===== config.mk =====
export PLATFORM = sky130hd
export DESIGN_NAME = quotient_converter_flat
export DESIGN_NICKNAME = d
export VERILOG_FILES = /design/src/rtl/mdu_pkg.sv /design/src/rtl/quotient_converter_if.sv /design/src/rtl/otf_step.sv /design/src/rtl/quotient_converter.sv /design/src/flat_wrapper.sv
export SDC_FILE = /design/constraint.sdc
export NUM_CORES = 1
export LEC_CHECK = 0
export BUFFER_PORTS_ARGS = -buffer_cell sky130_fd_sc_hd__buf_4
export CORE_MARGIN = 10
export CORE_UTILIZATION = 56
export DETAILED_ROUTE_END_ITERATION = 8
export HOLD_SLACK_MARGIN = 0.1
export PLACE_DENSITY = 0.75
export SLEW_MARGIN = 40
export SYNTH_ARGS = -nofsm -noshare
export SYNTH_HDL_FRONTEND = slang
export SYNTH_SLANG_ARGS = --single-unit

===== constraint.sdc =====
create_clock -name clk -period 5.48 [get_ports clk]
set_clock_uncertainty 0.1 [all_clocks]
set_input_delay 0.822 -clock clk [delete_from_list [all_inputs] [get_ports clk]]
set_output_delay 0.822 -clock clk [all_outputs]
set_load 0.1 [all_outputs]

===== src/rtl/mdu_pkg.sv =====
// rtl/mdu_pkg.sv - shared types and codes for the divider quotient path
// Purpose: FSM state type, remainder-correction codes and the {SignSel, Non0}
//          digit encodings produced by the divider's digit-selection logic.
// Ports:   none (package).
package mdu_pkg;

   typedef enum logic [1:0] {
      IDLE      = 2'b00,
      CONVERT   = 2'b01,
      WAIT_CORR = 2'b10
   } state_t;

   localparam logic [1:0] CORR_NONE = 2'b00;
   localparam logic [1:0] CORR_DOWN = 2'b01;
   localparam logic [1:0] CORR_UP   = 2'b10;

   // Digit encodings as {SignSel, Non0}. SignSel is a don't-care for zero.
   localparam logic [1:0] DIGIT_ZERO = 2'b00;
   localparam logic [1:0] DIGIT_POS  = 2'b01;
   localparam logic [1:0] DIGIT_NEG  = 2'b11;

endpackage


===== src/rtl/quotient_converter_if.sv =====
// rtl/quotient_converter_if.sv - digit/correction/result bundle of the quotient converter
// Purpose: groups the control, digit, correction and result signals that pass
//          between the divider (master) and the quotient converter (slave).
// Ports:   start, digit_valid, SignSel, Non0, corr_valid, corr  (master -> slave)
//          busy, quotient, quotient_valid                       (slave -> master)
interface quotient_converter_if #(
   parameter int parallelism = 32
);

   logic                   start;
   logic                   digit_valid;
   logic                   SignSel;
   logic                   Non0;
   logic                   corr_valid;
   logic [1:0]             corr;
   logic                   busy;
   logic [parallelism:0]   quotient;
   logic                   quotient_valid;

   modport master (
      output start, digit_valid, SignSel, Non0, corr_valid, corr,
      input  busy, quotient, quotient_valid
   );

   modport slave (
      input  start, digit_valid, SignSel, Non0, corr_valid, corr,
      output busy, quotient, quotient_valid
   );

endinterface


===== src/rtl/otf_step.sv =====
// rtl/otf_step.sv - combinational on-the-fly conversion step
// Purpose: next Q / QM from the current pair and one radix-2 signed digit.
//          Keeps QM == Q-1 without any carry-propagate addition.
// Ports:   q, qm (in, width)      current register pair
//          sign_sel, non0 (in)    digit as {SignSel, Non0}
//          q_next, qm_next (out)  shifted pair with the digit appended
module otf_step
   import mdu_pkg::*;
#(
   parameter int width = 33
) (
   input  logic [width-1:0] q,
   input  logic [width-1:0] qm,
   input  logic             sign_sel,
   input  logic             non0,
   output logic [width-1:0] q_next,
   output logic [width-1:0] qm_next
);

   always_comb begin
      // Zero digit (any SignSel when non0 is low) is the default.
      q_next  = {q[width-2:0], 1'b0};
      qm_next = {qm[width-2:0], 1'b1};
      case ({sign_sel, non0})
         DIGIT_POS: begin
            q_next  = {q[width-2:0], 1'b1};
            qm_next = {q[width-2:0], 1'b0};
         end
         DIGIT_NEG: begin
            // A -1 digit borrows from the upper part, which QM already holds.
            q_next  = {qm[width-2:0], 1'b1};
            qm_next = {qm[width-2:0], 1'b0};
         end
         default: ;
      endcase
   end

endmodule


===== src/rtl/quotient_converter.sv =====
// rtl/quotient_converter.sv - on-the-fly signed-digit to binary quotient converter
// Purpose: accepts one radix-2 quotient digit {-1,0,+1} per digit_valid cycle,
//          builds the two's-complement quotient in a Q/QM register pair, then
//          applies the remainder correction (none/down/up) and presents the
//          result with a one-cycle quotient_valid pulse.
// Ports:   clk (in)     rising-edge clock
//          rst_n (in)   asynchronous active-low reset
//          bus (slave)  start/digit/correction inputs, busy/quotient/valid outputs
module quotient_converter
   import mdu_pkg::*;
#(
   parameter int parallelism = 32
) (
   input  logic                 clk,
   input  logic                 rst_n,
   quotient_converter_if.slave  bus
);

   localparam int cntBits = $clog2(parallelism + 1);
   localparam int qw      = parallelism + 1;

   state_t               state;
   logic [qw-1:0]        q;
   logic [qw-1:0]        qm;
   logic [qw-1:0]        q_next;
   logic [qw-1:0]        qm_next;
   logic [cntBits-1:0]   cnt;
   logic [qw-1:0]        quotient_r;
   logic                 quotient_valid_r;
   logic                 busy_r;

   otf_step #(
      .width (qw)
   ) u_otf_step (
      .q        (q),
      .qm       (qm),
      .sign_sel (bus.SignSel),
      .non0     (bus.Non0),
      .q_next   (q_next),
      .qm_next  (qm_next)
   );

   always_ff @(posedge clk or negedge rst_n) begin
      if (!rst_n) begin
         state            <= IDLE;
         q                <= '0;
         qm               <= '1;
         cnt              <= '0;
         quotient_r       <= '0;
         quotient_valid_r <= 1'b0;
         busy_r           <= 1'b0;
      end else begin
         quotient_valid_r <= 1'b0;
         case (state)
            IDLE: begin
               if (bus.start) begin
                  q      <= '0;
                  qm     <= '1;
                  cnt    <= cntBits'(parallelism);
                  state  <= CONVERT;
                  busy_r <= 1'b1;
               end
            end
            CONVERT: begin
               if (bus.digit_valid) begin
                  q   <= q_next;
                  qm  <= qm_next;
                  cnt <= cnt - cntBits'(1);
                  if (cnt == cntBits'(1)) begin
                     state <= WAIT_CORR;
                  end
               end
            end
            WAIT_CORR: begin
               if (bus.corr_valid) begin
                  case (bus.corr)
                     CORR_DOWN: quotient_r <= qm;
                     CORR_UP:   quotient_r <= q + qw'(1);
                     default:   quotient_r <= q;
                  endcase
                  quotient_valid_r <= 1'b1;
                  state            <= IDLE;
                  busy_r           <= 1'b0;
               end
            end
            default: begin
               state  <= IDLE;
               busy_r <= 1'b0;
            end
         endcase
      end
   end

   assign bus.busy           = busy_r;
   assign bus.quotient       = quotient_r;
   assign bus.quotient_valid = quotient_valid_r;

endmodule

===== src/flat_wrapper.sv =====
// flat-port wrapper written by rule: the top's interface ports become plain ports
module quotient_converter_flat import mdu_pkg::*;
#(
   parameter int parallelism = 32
)
  (clk, rst_n, bus_start, bus_digit_valid, bus_SignSel, bus_Non0, bus_corr_valid, bus_corr, bus_busy, bus_quotient, bus_quotient_valid);
  quotient_converter_if #(.parallelism(parallelism)) bus_i ();
  input  logic clk;
  input  logic rst_n;
  input wire logic [$bits(bus_i.start)-1:0] bus_start;
  input wire logic [$bits(bus_i.digit_valid)-1:0] bus_digit_valid;
  input wire logic [$bits(bus_i.SignSel)-1:0] bus_SignSel;
  input wire logic [$bits(bus_i.Non0)-1:0] bus_Non0;
  input wire logic [$bits(bus_i.corr_valid)-1:0] bus_corr_valid;
  input wire logic [$bits(bus_i.corr)-1:0] bus_corr;
  output wire logic [$bits(bus_i.busy)-1:0] bus_busy;
  output wire logic [$bits(bus_i.quotient)-1:0] bus_quotient;
  output wire logic [$bits(bus_i.quotient_valid)-1:0] bus_quotient_valid;
  assign bus_i.start = bus_start;
  assign bus_i.digit_valid = bus_digit_valid;
  assign bus_i.SignSel = bus_SignSel;
  assign bus_i.Non0 = bus_Non0;
  assign bus_i.corr_valid = bus_corr_valid;
  assign bus_i.corr = bus_corr;
  assign bus_busy = bus_i.busy;
  assign bus_quotient = bus_i.quotient;
  assign bus_quotient_valid = bus_i.quotient_valid;
  quotient_converter #(.parallelism(parallelism)) u_core (.clk(clk), .rst_n(rst_n), .bus(bus_i));
endmodule

After elaboration in Yosys (flattened, before gate mapping):

Cells that the tools add are included.

* output and inout port bits: 35
* register bits: 109
* input bits: 9
* word-level logic and storage cells: 49

* multiplexer cells: 22
* reduce and logical (&&, ||, !) cells: 6
* equality and inequality tests: 11
* $add $sub $neg: 2
* bitwise gates (word level): 1

Operators with widths (count)
* case mux 33 bit (2 select lines): 5
* two-way mux 33 bit: 4
* adder 33 x 1 -> 33 bit (second input constant): 1
* two-way mux 6 bit: 2
* case mux 6 bit (2 select lines): 1
* two-way mux 2 bit: 4
* equality test 2 x 1 -> 1 bit (second input constant): 3
* equality test 2 bit (second input constant): 3
* equality test 6 x 1 -> 1 bit (second input constant): 1
* inequality test 2 bit (second input constant): 3
* case mux 2 bit (3 select lines): 1
* AND reduction 3 bit: 2
* subtractor 6 x 1 -> 6 bit (second input constant): 1
* two-way mux 1 bit: 4
* AND reduction 4 bit: 1
* case mux 1 bit (3 select lines): 1
* logical NOT 2 bit: 1
* inequality test 2 x 1 -> 1 bit (second input constant): 1
* AND reduction 2 bit: 1
* nonzero test 2 bit: 1
* NOT 1 bit: 1

Depth between registers and ports, before layout:

Gate-level depths: netlist (run 1).

* word-level depth: 4
* depth in mapped cells: 8
* gate-level depth less buffers: 7

Modules after synthesis:

Synthesis (run 1) repeated with hierarchy kept, for this count alone.

* cells, all modules: 698
* area total of the unflattened synthesis: 6444.9 sq um

Modules (own cells, without submodules)
* quotient_converter: area each 5587.9 sq um, sequential area each 2768.9 sq um, cells an instance 623, instances 1
* otf_step: area each 857.1 sq um, sequential area each 0.0 sq um, cells an instance 75, instances 1

Worst setup path after synthesis (run 1):

No wires, ideal clock.

* path kind: input-to-reg
* from: in bus_corr[0]
* to: reg u_core.quotient_r[17], in the netlist u_core.bus.quotient[17]
* buffers on the path: 1
* cell stages on the path: 6
* required time: 5.302 ns
* arrival: 2.140 ns
* path slack: 3.162 ns
* library setup time: 0.078 ns
* cell sequence: inv_1 -> ha_1 -> clkbuf_1 -> nor4_1 -> mux2_2 -> a21oi_1

* longest elaborated chain between the ends: 2
* elaborated cells between the ends (all ways): 3
* those cells by class: 2 x eq/ne; 1 x mux

Ends and longest elaborated chain
* from (decl): line flat_wrapper.sv:15 `input wire logic [$bits(bus_i.corr)-1:0] bus_corr;`
* equality test 2 bit or equality test 2 x 1 -> 1 bit (tied branches): line quotient_converter.sv:76 `case (bus.corr)`
* case mux 33 bit (2 select lines) *: line quotient_converter.sv:76
* to (signal assigned): line quotient_converter.sv:77 `CORR_DOWN: quotient_r <= qm;`
* to (signal assigned): line quotient_converter.sv:78 `CORR_UP: quotient_r <= q + qw'(1);`
* to (signal assigned): line quotient_converter.sv:79 `default: quotient_r <= q;`
* to (decl): line quotient_converter.sv:28 `logic [qw-1:0] quotient_r;`

Every way passes the cells marked *; elsewhere a longest branch is shown, timed or not.
A chain may end at the register's enable or synchronous reset.

Worst setup path in the final report (run 1):

* from: reg u_core.q[3]
* to: reg u_core.quotient_r[17], in the netlist u_core.bus.quotient[17]

* longest elaborated chain between the ends: 2

Ends and longest elaborated chain
* from (decl): line quotient_converter.sv:23 `logic [qw-1:0] q;`
* from (signal assigned): line quotient_converter.sv:66 `q <= q_next;`
* adder 33 x 1 -> 33 bit: line quotient_converter.sv:78
* case mux 33 bit (2 select lines): line quotient_converter.sv:76

Every way passes these cells.

==> run_results.csv, run 1 <==
group,metric,value,unit
job,max_cap_viol_count,0,
critical_path,worstSetupEndpointType,"flip-flop",
synth,synth_cell_type_count,52,
route,detail_route.wl_per_cell,18.9,µm
hold_path,hold_class,"input port to asynchronous set/reset pin",
global_route,antenna_found_initial,0,
synth,netlist_area,6070,µm²
cells_and_area,num-nets-final,695,
synth,netlist_instances,689,
clock_tree,cts_setup_buffers,0,
floorplanning,fp-row-count,37,
clock_tree,tritoncts,"yes",
synth,synth.most_common_cell,"nand2_1",
synth,synth_area_leader_cell,"dfrtp_1",
route,routed_wl,15500,µm
cells_and_area,final_util,0.624,
route,viasPerCell,6.36,
sta,slew_viol_final,0,
clock_tree,htree_num_levels,3,
synth,synth_async_sr_flop_share,1.00,
global_route,grt_use_total,0.202,
critical_path,critPathMaxFanout,17,
cells_and_area,n_antenna_cell,0,
sta,fin_crit_sh,0.493,
synth,synth_seq_area_share,0.456,
sta,max_slew_margin,0.420,
placed_design,io_buffers,43,
clock_tree,cts_hold_buf,0,
route,route.detailed.drc,0,
floorplanning,core,10400,µm²
floorplanning,die-area,15400,µm²
synth,ys_ff_latch,109,
critical_path,cp.required,5680,ps
critical_path,path_class,"flip-flop to flip-flop",
floorplanning,fp.dieW,124,µm
global_route,grt_pass1_wl,25200,µm
global_route,grt_overflow,0,
clock_tree,path_clk_slew,110,ps
route,ant_nets,0,
route,drt-pass1-iter-count,5,
synth,synth_commonest_cells,"nand2_1 (122), nor2_1 (79), dfrtp_1 (76), o21ai_0 (49), mux2i_1 (43)",
cells_and_area,fill_cells,886,
sta,rsz0062_at_grt,"no",
clock_tree,clock-sinks,109,
power,leakage,2.81,nW
power,ir_worst_vdd,352,µV
critical_path,start_kind,"flip-flop",
route,drt_iter0_drc,569,
synth,postSynthAreaPerCell,8.80,µm²
placed_design,place_congestion,0.824,
synth,synth_nets,703,
synth,synth_top_area_frac,0.314,
floorplanning,pin_count,44,
critical_path,worstPathArrival,2900,ps
placed_design,dpl.hpwl,9640,µm
clock_tree,clk_path_buf_depth,2,
clock_tree,clock_latency,370,ps
clock_tree,cts_made_buffers,9,
global_route,grt_max_degree,78,
synth,synthTopCellsByArea,"dfrtp_1 (31%), dfstp_2 (14%), nand2_1 (7.5%)",
sta,tightest_slew,871,ps
floorplanning,die_h,124,µm
route,via_count,5226,
floorplanning,initial_utilization,0.582,
sta,setup_viol,0,
run_status,outcome,"completed",
sta,period_needed,2700,ps
global_route,grt_pass1_vias,4873,
synth,synth_flop_cell,"dfrtp_1",
sta,hold_violations,0,
power,power.density,589,nW/µm²
synth,ys_warn_count,0,
cells_and_area,syn_to_final_growth,7.22,%
sta,fin_tns_setup,0,ps
clock_tree,cts-root-buf,"clkbuf_8",
synth,synth_edf_count,0,
cells_and_area,drive_above_1_share,0.178,
clock_tree,cts_resized,0,
sta,max_clock_freq,370,MHz
[registers in the layout (all words and copies together), names as in the netlist]
register / cells
u_core.cnt: 6
u_core.bus.quotient: 33
u_core.bus.busy: 1
u_core.qm: 33
u_core.bus.quotient_valid: 1
u_core.q: 33
u_core.state: 2
[layer usage]
metal / vias to the layer above / wire length (µm) / track usage
li1: 2432 / - / -
met2: 213 / 7250 / 0.318
met4: 0 / 313 / 0.0705
met5: - / 0 / 0
met3: 22 / 1140 / 0.0271
met1: 2559 / 6800 / 0.279
[per-stage QoR]
stage                     setup slack [ps]  hold slack, ps  power, mW  area [µm²]  std cells
after global routing                  2640             401       4.07        6500        822
after global placement                2620             368       3.34        6330        806
after detailed placement              2550             375       3.40        6340        806
after CTS                             2780             389       3.83        6500        822
final                                 2780             329       3.83        6500        822
after floorplan                       3160             379       2.99        6070        689
[worst paths after layout]
| check | from | end | slack, ps | depth (start not counted) |
|---|---|---|---|---|
| worst min-delay path | rst_n | u_core.bus.quotient[24]$_DFFE_PN0P_ | 330 | 1 |
| worst max register to register | u_core.q[3]$_DFFE_PN0P_ | u_core.bus.quotient[17]$_DFFE_PN0P_ | 2780 | 5 |
| max in group asynchronous | rst_n | u_core.qm[6]$_DFFE_PN1P_ | 3930 | 2 |
| min in group clk | u_core.bus.quotient[4]$_DFFE_PN0P_ | u_core.bus.quotient[4]$_DFFE_PN0P_ | 390 | 2 |
| worst max-delay path | u_core.q[3]$_DFFE_PN0P_ | u_core.bus.quotient[17]$_DFFE_PN0P_ | 2780 | 5 |
| worst min register to register | u_core.bus.quotient[4]$_DFFE_PN0P_ | u_core.bus.quotient[4]$_DFFE_PN0P_ | 390 | 2 |
[kinds of logic (layout without fill, tap and decap cells)]
logic type | Yosys count | count (layout) | synth area share
simple gates | 270 | 270 | 0.207
compound gates | 168 | 168 | 0.178
flops | 109 | 109 | 0.456
buf+inv | 83 | 80 | 0.0584
mux | 50 | 50 | 0.0846
fa+ha+maj | 5 | 5 | 0.0103
xor+xnor | 4 | 4 | 0.00578
[area by class of cell]
| class | count | area [µm²] | area share |
|---|---|---|---|
| timing repair buffer | 53 | 402 | 0.0618 |
| multi-input combinational | 497 | 2960 | 0.455 |
| tap | 136 | 170 | 0.0262 |
| clock buffer | 12 | 135 | 0.0208 |
| clock inverter | 4 | 26.3 | 0.00404 |
| inverter | 11 | 41.3 | 0.00635 |
| sequential | 109 | 2770 | 0.426 |
[critical path: stages (launching register included)]
cell,delay [ps]
dfrtp_1,530
and4_1,300
or4b_1,860
nor4_1,340
mux2_2,370
a21oi_1,140
[placed cells by master (no fill, tap or decap), types with 3 or more instances in the layout]
cell	n
a222oi_1	8
dfstp_2	33
clkbuf_1	3
nand3b_1	4
ha_1	4
dfrtp_1	76
nand2b_1	3
o22ai_1	20
nor3_1	6
and4_1	3
a221oi_1	17
mux2i_1	43
nor4_2	7
o21a_1	3
mux2_2	6
buf_4	52
nand4_1	6
or4_1	3
o31a_1	3
a22oi_1	3
nand2_1	121
or3_1	3
nor2b_1	3
o21ai_1	3
inv_1	10
a21oi_1	17
nor4_1	8
clkbuf_8	9
nand3_1	13
nor2_1	78
a31oi_1	34
o21ai_0	49
a21o_1	3
[power breakdown]
part           leakage (nW)  internal (mW)  switching (mW)  total (mW)
logic                  1.39          0.519            1.15        1.66
clock network        0.0803          0.166           0.270       0.436
registers              1.34           1.24           0.488        1.73
total                  2.81           1.93            1.90        3.83
Power figures use the tool's default switching activity.
==> run 2: changes to the inputs <==
- clock period: 5.48 -> 2.52 ns (I/O delays scaled with it)
==> run 2 against run 1 <==
  * Count of clock-buffer cells in the layout increased by 2
  * Via count increased by 2.4%
  * Sequential power increased by 110%
  * Maximum frequency increased by 17%
  * Clock power increased by 150%
  * Worst setup slack got worse by 2600 ps
  * Largest power group is now combinational cells
==> run_results.csv, run 2 (synthesis gave the netlist of run 1 again) <==
group,metric,value,unit
run_status,outcome,"completed",
sta,setup_viol,0,
critical_path,critPathMaxFanout,11,
placed_design,dpl.hpwl,10300,µm
critical_path,critPathSlowestCell,"or4_4",
critical_path,cp.required,2710,ps
power,leakage,2.94,nW
route,viasPerCell,6.34,
cells_and_area,drive_above_1_share,0.201,
critical_path,cp_num_buf_inv,0,
critical_path,timing.rr.start,"u_core.q[8]$_DFFE_PN0P_",
cells_and_area,fill_cells,886,
global_route,grt_max_degree,70,
floorplanning,fp.dieW,124,µm
critical_path,reg2reg_depth,5,
floorplanning,pin_count,44,
clock_tree,htree_num_levels,3,
floorplanning,die_h,124,µm
sta,max_slew_margin,0.616,
cells_and_area,syn_to_final_growth,10.8,%
global_route,grt_use_total,0.219,
cells_and_area,mostFrequentLayoutCell,"nand2_1",
critical_path,setup.worst_path.start,"u_core.q[8]$_DFFE_PN0P_",
placed_design,dpl-instance-area,6510,µm²
floorplanning,die-area,15400,µm²
placed_design,place_ws,173,ps
cells_and_area,multi_input_area,2950,µm²
sta,tightest_slew,574,ps
placed_design,place_congestion,0.835,
critical_path,rrSetupSlack,200,ps
critical_path,path_cells,"nand4_1, or4_4, or4_1, a21oi_1, a21oi_1",
clock_tree,cts_resized,0,
clock_tree,path_clk_slew,100,ps
hold_path,hold_class,"input port to flip-flop",
job,max_cap_viol_count,0,
critical_path,cp_top_family,"simple AND/OR/NAND/NOR gates",
critical_path,max_stage_delay,680,ps
hold_path,hold_depth,4,
route,detail_route.wl_per_cell,19.2,µm
critical_path,worstPathArrival,2500,ps
power,power.density,1290,nW/µm²
clock_tree,clk_path_buf_depth,2,
sta,fin_tns_setup,0,ps
clock_tree,clock_latency,400,ps
route,routed_wl,16200,µm
cells_and_area,num-nets-final,717,
route,ant_nets,0,
sta,setup_ws,202,ps
sta,period_needed,2320,ps
cells_and_area,final_cell_mix,"nand2_1 (121), nor2_1 (79), dfrtp_1 (76)",
sta,slew_viol_final,0,
floorplanning,initial_utilization,0.582,
hold_path,hold_end,"u_core.bus.busy$_DFFE_PN0P_",
route,drt-pass1-iter-count,8,
floorplanning,core,10400,µm²
critical_path,path_common_cell,"a21oi_1",
critical_path,path_class,"flip-flop to flip-flop",
route,drt_iter0_drc,607,
hold_path,min_from,"bus_corr_valid",
cells_and_area,n_antenna_cell,0,
cells_and_area,fin_area,6720,µm²
critical_path,start_kind,"flip-flop",
power,ir_worst_vdd,739,µV
clock_tree,clock-sinks,109,
critical_path,rr_endpoint,"u_core.bus.quotient[20]$_DFFE_PN0P_",
global_route,grt_pass1_vias,5251,
clock_tree,cts_made_buffers,9,
floorplanning,fp-row-count,37,
route,route.detailed.drc,0,
clock_tree,tritoncts,"yes",
placed_design,io_buffers,43,
sta,fin_crit_sh,0.920,
global_route,grt_pass1_wl,26900,µm
sta,max_clock_freq,431,MHz
global_route,antenna_found_initial,0,
route,via_count,5354,
clock_tree,cts_setup_buffers,0,
sta,rsz0062_at_grt,"no",
clock_tree,cts-root-buf,"clkbuf_8",
cells_and_area,seqCellArea,2770,µm²
global_route,grt_overflow,0,
critical_path,worstSetupEndpointType,"flip-flop",
sta,hold_violations,0,
==> run 2: final cells by class <==
type                            count  area share
Clock buffer                       14      0.0272
Clock inverter                      2     0.00223
Inverter                           11     0.00614
Multi-Input combinational cell    497       0.439
Sequential cell                   109       0.412
Tap cell                          136      0.0253
Timing Repair Buffer               75      0.0882
==> run 2: worst max path at each step <==
stage,endpoint,slack (ps),depth (start not counted)
final,u_core.bus.quotient[20]$_DFFE_PN0P_,200,5
after global routing,u_core.bus.quotient[17]$_DFFE_PN0P_,50,7
after CTS,u_core.bus.quotient[20]$_DFFE_PN0P_,150,6
after detailed placement,u_core.bus.quotient[20]$_DFFE_PN0P_,170,6
after global placement,u_core.bus.quotient[20]$_DFFE_PN0P_,190,6
after floorplan,u_core.bus.quotient[16]$_DFFE_PN0P_,270,7
==> run 2: where the power goes <==
part	switching, mW	internal [mW]	total, mW
clock	0.610	0.469	1.08
sequential	0.950	2.70	3.65
combinational	2.71	1.24	3.96
total	4.27	4.42	8.69
==> run 2: tightest hold or removal path, cell delays in order <==
cell	delay, ps
buf_4	80
nor2_1	40
nand2_1	50
o21ai_0	70
==> run 2: metrics by stage <==
stage          utilization  hold slack (ps)  instances  power [mW]
3_5_place_dp         0.625              303        826        7.59
3_3_place_gp         0.625              297        826        7.43
6_report             0.646              169        844        8.69
2_1_floorplan            -            -17.6        689        6.50
4_1_cts              0.646              166        844        8.67
5_1_grt              0.646              169        844        9.21
==> run 2: layer usage <==
layer	up-vias	routed length, µm	GRT usage
met2	252	7280	0.339
met3	32	1490	0.0561
met5	-	0	0
met1	2587	7100	0.292
met4	0	362	0.0763
li1	2483	-	-
==> run 2: what timing repair did <==
| item | CTS | global route |
|---|---|---|
| endpoints found under the setup margin | 0 | 1 |
| hold buffers | 2 | 0 |
| endpoints found under the hold margin | 27 | 0 |
==> run 3: changes to the inputs <==
- ABC_AREA: unset -> 1
==> run 3 against run 2 <==
  * Critical path depth is 1 higher
  * Synthesized area grew 8.3%
  * Routed wire length rose by 14%
  * Non-clock buffer count down 10
  * Sequential power barely moved
  * Cell area is 8.9% higher
  * Global-route usage grew 1.1 points
  * First-iteration DRC count rose by 36%
==> run_results.csv, run 3 <==
group,metric,value,unit
floorplanning,fp-row-count,39,
floorplanning,fp.dieW,128,µm
placed_design,io_buffers,43,
synth,ys_ff_latch,109,
cells_and_area,fill_cells,1064,
cells_and_area,seqCellArea,2770,µm²
global_route,grt_use_total,0.230,
floorplanning,initial_utilization,0.573,
clock_tree,clock_latency,360,ps
clock_tree,clock-sinks,109,
synth,synth_async_sr_flop_share,1.00,
global_route,grt_max_degree,50,
sta,tightest_slew,693,ps
job,max_cap_viol_count,0,
power,ir_worst_vdd,1170,µV
floorplanning,die-area,16500,µm²
synth,synth_flop_cell,"dfrtp_1",
cells_and_area,multi_input_area,3170,µm²
sta,fin_tns_setup,0,ps
clock_tree,cts_hold_buf,1,
sta,setup_viol,0,
critical_path,worstPathArrival,2340,ps
power,power.density,1350,nW/µm²
floorplanning,die_h,128,µm
placed_design,dpl.hpwl,13200,µm
global_route,antenna_found_initial,0,
synth,postSynthAreaPerCell,7.07,µm²
hold_path,hold_depth,4,
critical_path,rrSetupSlack,380,ps
critical_path,timing.rr.start,"u_core.state[1]$_DFFE_PN0P_",
critical_path,rr_endpoint,"u_core.bus.quotient[31]$_DFFE_PN0P_",
cells_and_area,syn_to_final_growth,11.4,%
synth,synth_cell_type_count,35,
cells_and_area,drive_above_1_share,0.153,
critical_path,worstSetupEndpointType,"flip-flop",
route,viasPerCell,5.79,
synth,synth_edf_count,0,
synth,synth_commonest_cells,"nand2_1 (267), o21ai_0 (117), inv_1 (89), nor2_1 (85), dfrtp_1 (76)",
route,drt-pass1-iter-count,5,
route,ant_nets,0,
cells_and_area,n_antenna_cell,0,
route,drt_iter0_drc,825,
floorplanning,pin_count,44,
cells_and_area,final_cell_mix,"nand2_1 (266), o21ai_0 (117), inv_1 (89)",
route,via_count,6389,
hold_path,hold_end,"u_core.state[1]$_DFFE_PN0P_",
clock_tree,tritoncts,"yes",
critical_path,cp_num_buf_inv,2,
synth,synth_area_leader_cell,"dfrtp_1",
cells_and_area,num-nets-final,969,
route,detail_route.wl_per_cell,16.8,µm
clock_tree,cts_resized,0,
critical_path,cp.required,2710,ps
clock_tree,htree_num_levels,3,
clock_tree,cts_setup_buffers,0,
critical_path,critPathMaxFanout,46,
synth,synthTopCellsByArea,"dfrtp_1 (29%), nand2_1 (15%), dfstp_2 (13%)",
hold_path,hold_class,"input port to flip-flop",
synth,synth_seq_area_share,0.421,
synth,netlist_area,6570,µm²
placed_design,dpl-instance-area,6990,µm²
sta,max_clock_freq,467,MHz
critical_path,max_stage_delay,610,ps
sta,hold_violations,0,
critical_path,critPathSlowestCell,"clkinv_2",
synth,netlist_instances,930,
clock_tree,path_clk_slew,70,ps
floorplanning,core,11500,µm²
sta,rsz0062_at_grt,"no",
synth,synth_top_area_frac,0.289,
clock_tree,cts-root-buf,"clkbuf_16",
cells_and_area,mostFrequentLayoutCell,"nand2_1",
sta,fin_crit_sh,0.850,
synth,synth.most_common_cell,"nand2_1",
synth,ys_warn_count,0,
critical_path,path_common_cell,"nand2_1",
critical_path,cp_top_family,"buffers and inverters",
route,routed_wl,18500,µm
clock_tree,clk_path_buf_depth,2,
clock_tree,cts_made_buffers,9,
critical_path,cp.depth,6,
critical_path,path_cells,"inv_2, nor3_2, clkinv_2, a21oi_1, nand2_1, nand2_1",
sta,period_needed,2140,ps
placed_design,place_congestion,0.970,
critical_path,start_kind,"flip-flop",
critical_path,reg2reg_depth,6,
sta,max_slew_margin,0.538,
cells_and_area,fin_area,7320,µm²
critical_path,path_class,"flip-flop to flip-flop",
hold_path,min_from,"bus_corr_valid",
global_route,grt_overflow,0,
power,leakage,3.29,nW
synth,synth_nets,944,
global_route,grt_pass1_wl,31000,µm
global_route,grt_pass1_vias,5995,
sta,slew_viol_final,0,
run_status,outcome,"completed",
route,route.detailed.drc,0,
[run 3: cell count changes after synthesis, moves of 12 or more]
cell / change
o21ai_0: +68
inv_1: +78
nand3_1: +58
buf_1: -12
clkbuf_1: -17
a31oi_1: -34
a21oi_1: +30
mux2i_1: -43
a221oi_1: -16
nand2_1: +145
[run 3: cell type report]
cell class	count	area share
multi-input combinational	673	0.433
sequential	109	0.378
timing repair buffer	65	0.0704
inverter	97	0.0499
clock buffer	11	0.0331
tap	143	0.0244
clock inverter	5	0.0114
[run 3: worst max-delay path by stage]
stage,startpoint,slack (ps),end
3_5_place_dp,u_core.q[0]$_DFFE_PN0P_,620,u_core.bus.quotient[26]$_DFFE_PN0P_
2_1_floorplan,bus_corr[0],880,u_core.bus.quotient[2]$_DFFE_PN0P_
5_1_grt,u_core.state[1]$_DFFE_PN0P_,190,u_core.bus.quotient[17]$_DFFE_PN0P_
4_1_cts,u_core.q[0]$_DFFE_PN0P_,600,u_core.bus.quotient[26]$_DFFE_PN0P_
6_report,u_core.state[1]$_DFFE_PN0P_,380,u_core.bus.quotient[31]$_DFFE_PN0P_
3_3_place_gp,bus_corr[0],700,u_core.bus.quotient[11]$_DFFE_PN0P_
[run 3: cell families after synthesis]
group	Yosys count	synth area share
AO/OA/AOI/OAI	213	0.177
XOR/XNOR	1	0.00133
AND/OR/NAND/NOR	454	0.294
buffers and inverters	148	0.0973
adder cells (fa/ha/maj)	5	0.00952
flip-flops	109	0.421
[run 3: per-stage QoR]
stage / hold WS (ps) / worst slack, ps / power [mW] / utilization / instances
after floorplan: -17.6 / 882 / 6.98 / - / 930
after global placement: 347 / 699 / 8.22 / 0.609 / 1086
after detailed placement: 341 / 625 / 8.29 / 0.609 / 1086
after CTS: 250 / 601 / 9.87 / 0.639 / 1103
after global routing: 272 / 192 / 10.5 / 0.639 / 1103
final: 260 / 378 / 9.91 / 0.639 / 1103
[run 3: where the power goes]
| part | leakage, nW | switching (mW) | internal [mW] |
|---|---|---|---|
| logic | 1.82 | 3.51 | 1.19 |
| clock network | 0.152 | 0.652 | 0.901 |
| registers | 1.32 | 0.954 | 2.71 |
| total | 3.29 | 5.11 | 4.79 |
[run 3: worst register-to-register path, stage by stage (launching register included)]
cell and delay [ps]:
dfrtp_1 440, inv_2 50, nor3_2 290, clkinv_2 610, a21oi_1 360, nand2_1 150
nand2_1 80
[run 3: metal layers]
metal | global-route usage | wire, µm
met5 | 0 | 0
met4 | 0.0742 | 374
met2 | 0.318 | 7600
met3 | 0.0579 | 2220
met1 | 0.342 | 8350
